===== src/rtl/store_write_buffer.sv =====
// store_write_buffer: merging FIFO between the store committer and the memory write port
module store_write_buffer #(
  parameter int ADDR_WIDTH = 32,
  parameter int LINE_WIDTH = 128,
  parameter int BE_WIDTH   = LINE_WIDTH / 8,
  parameter int DEPTH      = 4
) (
  input  logic                  clk,
  input  logic                  rst,
  input  logic                  dcWriteReq,
  input  logic [ADDR_WIDTH-1:0] dcWriteAddr,
  input  logic [LINE_WIDTH-1:0] dcWriteData,
  input  logic [BE_WIDTH-1:0]   dcWriteByteWE,
  input  logic                  dcWriteUncachable,
  output logic                  dcWriteReqAck,
  output logic                  dcWriteHit,
  output logic                  dcWriteBusy,
  output logic                  memWriteValid,
  input  logic                  memWriteReady,
  output logic [ADDR_WIDTH-1:0] memWriteAddr,
  output logic [LINE_WIDTH-1:0] memWriteData,
  output logic [BE_WIDTH-1:0]   memWriteByteWE,
  output logic                  memWriteUncachable,
  output logic [$clog2(DEPTH):0] pendingCount
);
  localparam int PW = $clog2(DEPTH);
  localparam int CW = PW + 1;

  logic [ADDR_WIDTH-1:0] r_addr [DEPTH];
  logic [LINE_WIDTH-1:0] r_data [DEPTH];
  logic [BE_WIDTH-1:0]   r_be   [DEPTH];
  logic                  r_unc  [DEPTH];
  logic [PW-1:0]         r_head, r_tail;
  logic [CW-1:0]         r_count;
  logic                  r_ack, r_hit;

  logic [PW-1:0]         w_last;
  logic [ADDR_WIDTH-1:0] w_line;
  logic [LINE_WIDTH-1:0] w_merge_data;
  logic                  w_accept, w_merge, w_push, w_pop, w_valid;

  assign w_valid  = r_count != '0;
  assign w_last   = r_tail - PW'(1);
  assign w_line   = dcWriteAddr & ~ADDR_WIDTH'(BE_WIDTH - 1);
  assign w_accept = dcWriteReq && !dcWriteBusy && !r_ack;
  // The tail is only a merge target when it is not the head, which is frozen while presented
  assign w_merge  = w_accept && r_count >= CW'(2) && !dcWriteUncachable && !r_unc[w_last] && r_addr[w_last] == w_line;
  assign w_push   = w_accept && !w_merge;
  assign w_pop    = w_valid && memWriteReady;

  // Byte-wise overlay of the request onto the youngest entry
  always_comb begin
    w_merge_data = r_data[w_last];
    for (int i = 0; i < BE_WIDTH; i++)
      if (dcWriteByteWE[i]) w_merge_data[8*i +: 8] = dcWriteData[8*i +: 8];
  end

  // Entry storage; stale contents are harmless because occupancy is tracked separately
  always_ff @(posedge clk) begin
    if (w_push) begin
      r_addr[r_tail] <= w_line;
      r_data[r_tail] <= dcWriteData;
      r_be[r_tail]   <= dcWriteByteWE;
      r_unc[r_tail]  <= dcWriteUncachable;
    end else if (w_merge) begin
      r_data[w_last] <= w_merge_data;
      r_be[w_last]   <= r_be[w_last] | dcWriteByteWE;
    end
  end

  // Pointers, occupancy and the one-cycle acknowledge
  always_ff @(posedge clk or negedge rst) begin
    if (!rst) begin
      r_head  <= '0;
      r_tail  <= '0;
      r_count <= '0;
      r_ack   <= 1'b0;
      r_hit   <= 1'b0;
    end else begin
      r_head  <= w_pop ? r_head + PW'(1) : r_head;
      r_tail  <= w_push ? r_tail + PW'(1) : r_tail;
      r_count <= r_count + CW'(w_push) - CW'(w_pop);
      r_ack   <= w_accept;
      r_hit   <= w_merge;
    end
  end

  assign dcWriteReqAck      = r_ack;
  assign dcWriteHit         = r_hit;
  assign dcWriteBusy        = r_count == CW'(DEPTH);
  assign pendingCount       = r_count;
  assign memWriteValid      = w_valid;
  assign memWriteAddr       = w_valid ? r_addr[r_head] : '0;
  assign memWriteData       = w_valid ? r_data[r_head] : '0;
  assign memWriteByteWE     = w_valid ? r_be[r_head] : '0;
  assign memWriteUncachable = w_valid && r_unc[r_head];
endmodule

===== config.mk =====
export PLATFORM = sky130hd
export DESIGN_NAME = store_write_buffer
export DESIGN_NICKNAME = d
export VERILOG_FILES = /design/src/rtl/store_write_buffer.sv
export SDC_FILE = /design/constraint.sdc
export NUM_CORES = 1
export LEC_CHECK = 0
export CAP_MARGIN = 20
export CORE_MARGIN = 10
export CORE_UTILIZATION = 35
export CTS_CLUSTER_DIAMETER = 30
export DETAILED_ROUTE_END_ITERATION = 16
export SLEW_MARGIN = 30
export SYNTH_ARGS = -nofsm -noshare
export SYNTH_HDL_FRONTEND = slang
export SYNTH_SLANG_ARGS = --single-unit
export TNS_END_PERCENT = 5

===== constraint.sdc =====
create_clock -name clk -period 6 [get_ports clk]
set_input_delay 1.5 -clock clk [delete_from_list [all_inputs] [get_ports clk]]
set_output_delay 1.5 -clock clk [all_outputs]
set_load 0.01 [all_outputs]

* Word level (Yosys, flattened, before mapping)
Memories as Yosys holds them, arrays and structs flattened.
Cells that the tools add are included.
** Storage, ports and cells
- Memory bits (read-only) :: 0
- Memories kept :: 4
- Word-level logic and storage cells :: 97
- RAM bits :: 692
- Bits of input ports :: 181
- Output and inout bits :: 184
- Latch bits :: 0
- Flip-flop bits (word level) :: 9
** Memory list
- r_data :: depth 4, bits a word 128, read ports 1, clocked after memory_dff 0, write ports 1, line 30 : logic [LINE_WIDTH-1:0] r_data [DEPTH];
- r_addr :: depth 4, bits a word 28, read ports 2, clocked after memory_dff 0, write ports 1, line 29 : logic [ADDR_WIDTH-1:0] r_addr [DEPTH];
- r_be :: depth 4, bits a word 16, read ports 2, clocked after memory_dff 0, write ports 1, line 31 : logic [BE_WIDTH-1:0] r_be [DEPTH];
- r_unc :: depth 4, bits a word 1, read ports 2, clocked after memory_dff 0, write ports 1, line 32 : logic r_unc [DEPTH];
** Operators by class
- Add/subtract/negate cells :: 5
- Div/mod/pow operators :: 0
- Shifts and indexed selects :: 0
- $mul :: 0
- Reductions and logical operators :: 33
- $lt $le $gt $ge :: 1
- Eq/ne operators :: 18
- Bitwise logic cells :: 1
- Muxes and demuxes :: 30
** Operators by type and width (number)
- 128-bit 2-to-1 mux :: 2
- 8-bit 2-to-1 mux :: 16
- 128-bit OR reduction :: 1
- 16-bit 2-to-1 mux :: 3
- 32-bit equality test :: 1
- 32-bit 2-to-1 mux :: 1
- 2-bit AND reduction :: 16
- 1-bit != test, second input constant :: 16
- 16-bit bitwise OR :: 1
- 16-bit OR reduction :: 1
- 1-bit logical AND :: 9
- 1-bit 2-to-1 mux :: 6
- 1-bit zero test :: 5
- 2-bit by 1-bit adder with 2-bit output, second input constant :: 2
- 2-bit 2-to-1 mux :: 2
- 3-bit by 1-bit adder with 3-bit output :: 1
- 3-bit equality test, second input constant :: 1
- 3-bit by 2-bit greater-or-equal comparator with 1-bit output, second input constant :: 1
- 3-bit nonzero test :: 1
- 3-bit by 1-bit subtractor with 3-bit output :: 1
- 2-bit by 1-bit subtractor with 2-bit output, second input constant :: 1

* Depth between registers and ports, before layout
- Depth in word-level cells :: 15
- Depth in mapped cells :: 20
- Depth with buffers taken out :: 14

* Worst setup path before layout
OpenSTA, ideal clock, no wires.
- Path type :: reg2reg
- Start :: reg r_tail[0]
- End :: mem r_be[3][0] in the netlist's numbering, enable pin
- Cell stages (with the launch flop) :: 17
- Setup slack :: 0.835 ns
- Library setup time :: 0.414 ns
- Period minus slack after synthesis :: 5.165 ns
- Arrival :: 4.751 ns
- Buffers on the path :: 8
- Required time :: 5.586 ns
- Path through :: dfrtp_1 -> buf_6 -> buf_8 -> buf_6 -> inv_1 -> ha_1 -> clkbuf_1 -> buf_2 -> buf_1 -> mux4_2 -> xnor2_1 -> nand4_1 -> nor4_2 -> nand3_1 -> buf_2 -> clkbuf_1 -> o31ai_1
** On the way
- Cells in the longest elaborated chain, start to end :: 11
- Elaborated cells on any way between the ends :: 17
- Those cells by class :: 1 x add/sub; 1 x eq/ne; 7 x mux; 6 x reduce/logical; 2 x memory
** Ends and longest elaborated chain
- start, declared :: line 33 : logic [PW-1:0] r_head, r_tail;
- start signal, assigned :: line 81 : r_tail <= w_push ? r_tail + PW'(1) : r_tail;
- 2-bit by 1-bit subtractor with 2-bit output (*) :: line 43 : assign w_last = r_tail - PW'(1);
- named net w_last[0] :: line 37 : logic [PW-1:0] w_last;
- branches (longest 10 deep; another with memory 4 x 28 bit)
- end, declared :: line 31
Mark *: on every way through the listed nets, which the timed path passes.

* Final worst setup path
- Start :: reg r_tail[1]
- End :: mem r_data[3][59], enable pin
** On the way
- Cells in the longest elaborated chain, start to end :: 12
- Elaborated cells on any way between the ends :: 33
- Those cells by class :: 1 x add/sub; 1 x eq/ne; 7 x mux; 22 x reduce/logical; 2 x memory
** Ends and longest elaborated chain (line)
- branches (longest 12 deep; another with memory 4 x 28 bit)
- end, declared :: 30
Several ways; the timed one is not identified.

==> flow_summary.toml <==
[die]
rows = 105
io_pins = 365
fp.dieW_um = 307
die_y_um = 307
coreArea_um2 = 82000
initial_utilization_pct = 35.3
dieArea_um2 = 94500

[power_and_ir_drop]
p_comb_share_pct = 34.6
internal-power_mw = 15.7
power_density_nw_per_um2 = 570
total_power_mw = 22.3
p_seq_share_pct = 29.6
swShare_pct = 29.7
power_switching_mw = 6.63
peakVddDrop_mv = 0.326
leakagePower_nw = 13.2
p_clk_share_pct = 35.8

[yosys]
ys_types = 46
syn_inst = 1398
syn-cell-area_um2 = 28900
ys.warnings.count = 0
synth_fa_ha_area_share_pct = 0.372
ys_seq_area_share_pct = 72.7
yosys.area_share.simple_pct = 6.13
synth-compound-area-share_pct = 0.589
synth_top_family_by_area = "multiplexers"
synth-xor-area-share_pct = 1.05
async_reset_ff_share_pct = 1.28
ys.flop_type = "edfxtp_1"
syn_avg_cell_area_um2 = 20.7
synth_edf_count = 692
synth_seq_cells = 701
synthMuxAreaShare_pct = 17.7

[setup_path]
end_kind = "flip-flop"
critPathLaunchType = "flip-flop"
cp_data_required_time_ns = 6.44
crit_chain = "inv_1 > ha_2 > mux4_2 > xnor2_1 > nand4_1 > nor4_2 > nand3_2 > mux2i_4 > nor2_1 > buf_4"
worst-path-buf-inv = 2
cpPeakStageDelay_ns = 0.78
crit_family = "simple AND/OR/NAND/NOR gates"
critPathKind = "reg -> reg"
path_max_fanout = 17
cp_slowest_cell = "mux2i_4"
cp.arrival_ns = 5.29

[layout]
stdcell_count = 3087
syn2layout_area_growth_pct = 35.5
final_area_um2 = 39200
layout-drive-gt1-share_pct = 27.2
final_nets = 2090
fillers = 6828
fin_util_pct = 47.8

[clock_network]
numCtsBuffers = 144
post_cts_buffers = 0
htree_levels = 4
ctsHoldBuffers = 0
insertion_delay_ns = 0.71
cts_root_buf = "clkbuf_16"
clk_pin_slew_ns = 0.04
postCtsResizedCells = 0
clkSinkCount = 701
cts_buffer_depth = 3
tritoncts = "built"

[routing]
routed_via_density = 5.02
drtIter0Drc = 959
drt_pass1_iterations = 5
antenna_left = 0
wl_per_cell_um = 24.5
dr_total_vias = 15500
wl_um = 75700
post-route-drc-count = 0

[timing]
fmax_mhz = 206
slew_headroom_pct = 43.2
finalHoldViolCount = 0
clock_skew_ns = 0.0411
period_share_pct = 80.8
final_max_slew_viol_count = 0
rsz0062_at_grt = "no"
worst_pin_slew_ns = 0.845
fin_setup_tns_ns = 0
finalSetupViolations = 0
finalCriticalPeriod_ns = 4.85

[global_routing]
gr-usage-met2_pct = 26.5
grt_max_degree = 101
grt_pass1_wl_um = 111000
antenna_found_initial = 16
grtUsageMet3_pct = 5.48
grt_pass1_vias = 17100
track_usage_pct = 16.0
busiest_layer = "met2"
met1_usage_pct = 19.5
grt_overflow = 0

[placed_design]
dp_hpwl_um = 49400
dp.cells = 2825
dpl_cell_area_um2 = 34200
portBuffers = 356
place_congestion = 0.739

[job]
drv_cap = 0

[min_path]
min_path_type = "reg -> reg"

[outcome]
outcome = "finished, final reports clean"
## worst paths after layout
path,start,to,slack [ns],cells past startpoint
max,r_tail[1]$_DFFE_PN0P_,r_data[3][59]$_DFFE_PP_,1.15,10
min,pendingCount[0]$_DFF_PN0_,pendingCount[0]$_DFF_PN0_,0.68,1
max reg2reg,r_tail[1]$_DFFE_PN0P_,r_data[3][59]$_DFFE_PP_,1.15,10
min reg2reg,pendingCount[0]$_DFF_PN0_,pendingCount[0]$_DFF_PN0_,0.68,1
max in group asynchronous,rst,r_head[0]$_DFFE_PN0P_,4.44,1
min in group asynchronous,rst,dcWriteReqAck$_DFF_PN0_,1.17,1
## logic make-up (layout without fill, tap and decap cells)
| family | Yosys count | in the layout |
|---|---|---|
| other | 1 | 7 |
| flip-flops | 701 | 701 |
| XOR/XNOR | 32 | 32 |
| adder cells (fa/ha/maj) | 8 | 8 |
| buffers and inverters | 96 | 709 |
| AO/OA/AOI/OAI | 22 | 22 |
| AND/OR/NAND/NOR | 303 | 303 |
| multiplexers | 235 | 235 |
## layout by cell type (no fill, tap or decap), types with 19 or more instances in the layout
master | netlist | final
and2_1 | 192 | 192
buf_4 | 4 | 73
bufinv_16 | 0 | 21
clkbuf_16 | 0 | 147
clkdlybuf4s50_1 | 0 | 356
clkinv_1 | 0 | 25
clkinv_2 | 0 | 19
edfxtp_1 | 692 | 692
mux4_2 | 218 | 218
nor2_1 | 45 | 45
xnor2_1 | 28 | 28
## registers in the layout (all words and copies together), names as in the netlist
name,cells
pendingCount,3
r_tail,2
r_unc,4
r_head,2
r_data,512
dcWriteHit,1
r_be,64
r_addr,112
dcWriteReqAck,1
## power groups by stage
stage | clock network (mW) | logic (mW) | registers (mW)
6_report | 7.99 | 7.74 | 6.61
5_1_grt | 8.40 | 8.32 | 6.68
4_1_cts | 8.15 | 7.97 | 6.62
3_5_place_dp | 0 | 7.92 | 6.70
3_3_place_gp | 0 | 7.91 | 6.65
2_1_floorplan | 0 | 4.38 | 6.46
## synth_stat cells (7+ instances only)
library cell  count  area [µm²]
ha_1              7        87.6
and2_1          192        1200
inv_1            14        52.6
mux2i_1          11         110
buf_1            28         105
nand3_1           7        35.0
nor2_1           45         169
a21o_1           10        75.1
clkbuf_1         41         154
nand2_1          18        67.6
mux4_2          218        4910
edfxtp_1        692       20800
nand4_1          14        87.6
dfrtp_1           9         225
xnor2_1          28         245
## metrics by stage
step	worst slack (ns)	hold slack, ns
final	1.15	0.684
after global routing	0.890	0.686
after CTS	1.00	0.696
after detailed placement	0.420	0.687
after global placement	0.409	0.665
after floorplan	0.835	0.592
## layout make-up
cell class | instances | area (µm²) | area share [%]
Inverter | 14 | 52.6 | 0.134
Clock inverter | 99 | 1240 | 3.17
Tap cell | 1070 | 1340 | 3.42
Clock buffer | 160 | 3740 | 9.54
Timing Repair Buffer | 436 | 4250 | 10.9
Antenna cell | 3 | 7.51 | 0.0192
Multi-Input combinational cell | 604 | 7520 | 19.2
Sequential cell | 701 | 21000 | 53.7
## routing by layer
metal  share of wire (%)  vias up
met5                0.16        -
met4                 2.1       16
met3                 7.4      129
met2                  50      546
met1                  40     8056
li1                    -     6747
No activity file was read; power rests on OpenSTA's default activity.
==> patch: new RTL, config.mk and constraints unchanged <==
Change the parameter `ADDR_WIDTH` from 32 to 64.
--- a/src/rtl/store_write_buffer.sv
+++ b/src/rtl/store_write_buffer.sv
@@ -1,5 +1,5 @@
 // store_write_buffer: merging FIFO between the store committer and the memory write port
 module store_write_buffer #(
-  parameter int ADDR_WIDTH = 32,
+  parameter int ADDR_WIDTH = 64,
   parameter int LINE_WIDTH = 128,
   parameter int BE_WIDTH   = LINE_WIDTH / 8,
Interface: changed (resized dcWriteAddr and memWriteAddr); port bits go from 365 to 429. The function was not compared with the original's and may differ.
==> patch against the original RTL <==
Count of clock-buffer cells in the layout up 39. Wire length up 28%. Non-clock buffer count up 33. Setup slack worse by 540 ps. Final cell count up 19%. Design area up 20%. First-iteration DRC count up 52%. Critical path depth up 1. Die area up 19%. Power up 23%. Synthesized area up 21%. Clock skew up 26 ps. Sequential cell count up 128. Critical endpoint is now r_data[1][10]. Largest power group is now combinational cells. Highest routed layer unchanged.
==> patch: results (changes against the original RTL) <==
** Detailed routing
- 1st-iter DRT viols :: 1,456 (was 959)

** Power and ir drop
- The power per standard cell area was 582.2 mW/mm2 (was 570.3 mW/mm2).
- Maximum VDD drop :: 0.0003458 V (was 0.0003262 V)
- Leakage :: 15.76 nW (was 13.17 nW)

** Finish
- Registers with the highest flip-flop counts: r_data: 512 flops, r_addr: 240 flops, r_be: 64 flops (was r_data: 512 flops, r_addr: 112 flops, r_be: 64 flops).
- The number of signal-net inverters in the final layout is 15 (was 14).
- Fraction of area in non-clock buffers :: 0.1007 (was 0.1085)
- The sequential standard cell area is 0.02486 mm2 (was 0.02102 mm2).
- Count of fill cells added during filler insertion :: 8,160 (was 6,828)
- The proportion of cell area occupied by multi-input gates is 0.2050 (was 0.1920).
- Fraction of area in clock buffers and inverters :: 0.1296 (was 0.1271)
- The net count of the finished layout is 2,446 (was 2,090).

** Setup path
- Worst-case register-to-register setup slack :: 620 ps (was 1150 ps)

** Synthesis
- Mapped Avg Cell Area :: 20.80 um2 (was 20.68 um2)
- The fraction of synthesis flops using an asynchronous set or reset pin was 0.01086 (was 0.01284).
- Most area-consuming cells after synthesis: sky130_fd_sc_hd__edfxtp_1, sky130_fd_sc_hd__mux4_2, sky130_fd_sc_hd__and2_1 (unchanged).
- Sequential fraction of the synthesis area :: 0.7110 (was 0.7266)
- EDFF count, synth :: 820 (was 692)
- Count of different cell masters after synthesis :: 47 (was 46)

** Clock tree
- Clock insertion delay at the later pin of the skew report :: 770 ps (was 710 ps)
- The number of buffers inserted during clock tree synthesis was 175 (was 144).

** Placed design
- HPWL after DPL :: 63,790 um (was 49,430 um)
- I/O Buffers :: 420 (was 356)
- The standard cell area after detailed placement is 0.04090 mm2 (was 0.03418 mm2).

** Timing
- The clock skew after layout came to 67.47 ps (was 41.12 ps).

** GRT
- Wire length of the first global-routing pass :: 141,300 um (was 111,400 um)
- Initial antenna violation count :: 17 (was 16)
- The largest net degree at the start of global routing is 85 (was 101).

** Run status
- Run status :: complete, no violations (unchanged)
patch: cell count changes in the layout (fill, tap and decap cells not counted), moves of 9 or more:
cell	before	now
sky130_fd_sc_hd__mux4_2	218	282
sky130_fd_sc_hd__nor2_1	45	2
sky130_fd_sc_hd__nand4_1	14	27
sky130_fd_sc_hd__clkbuf_16	147	176
sky130_fd_sc_hd__xnor2_1	28	63
sky130_fd_sc_hd__and2_1	192	206
sky130_fd_sc_hd__clkdlybuf4s50_1	356	420
sky130_fd_sc_hd__a22o_1	0	13
sky130_fd_sc_hd__buf_4	73	34
sky130_fd_sc_hd__a21o_1	10	53
sky130_fd_sc_hd__mux2i_1	11	1
sky130_fd_sc_hd__edfxtp_1	692	820
sky130_fd_sc_hd__o21bai_1	0	9
patch: logic make-up after synthesis:
group	after synthesis	synth area share
DFF	829	0.7110
and+or+nand+nor	290	0.05323
muxes	284	0.1823
buffers and inverters	119	0.01593
AOI/OAI and AO/OA	85	0.01829
xor gates and xnor gates	64	0.01604
adders and majority gates	8	0.003079
other	1	0.0001073
patch: metal layers:
layer  wire length (um)  global-route usage  vias to the layer above
met4               2766             0.06169                       20
li1                   -                   -                     8100
met2              46770              0.2711                      832
met3               8750             0.05982                      171
met5                116                   0                        -
met1              38810              0.2127                    10140
patch: per-stage QoR:
stage,setup slack (ps),utilization
floorplan,1391,-
global placement,555.1,0.4136
detailed placement,573.0,0.4143
CTS,625.8,0.4760
global route,480.4,0.4761
finish,617.4,0.4762
patch: power breakdown:
| part | total, mW | switching [mW] | internal, mW |
|---|---|---|---|
| logic | 9.89 | 4.90 | 5.00 |
| registers | 7.79 | 0.397 | 7.40 |
| clock network | 9.68 | 3.25 | 6.43 |
| total | 27.4 | 8.55 | 18.8 |
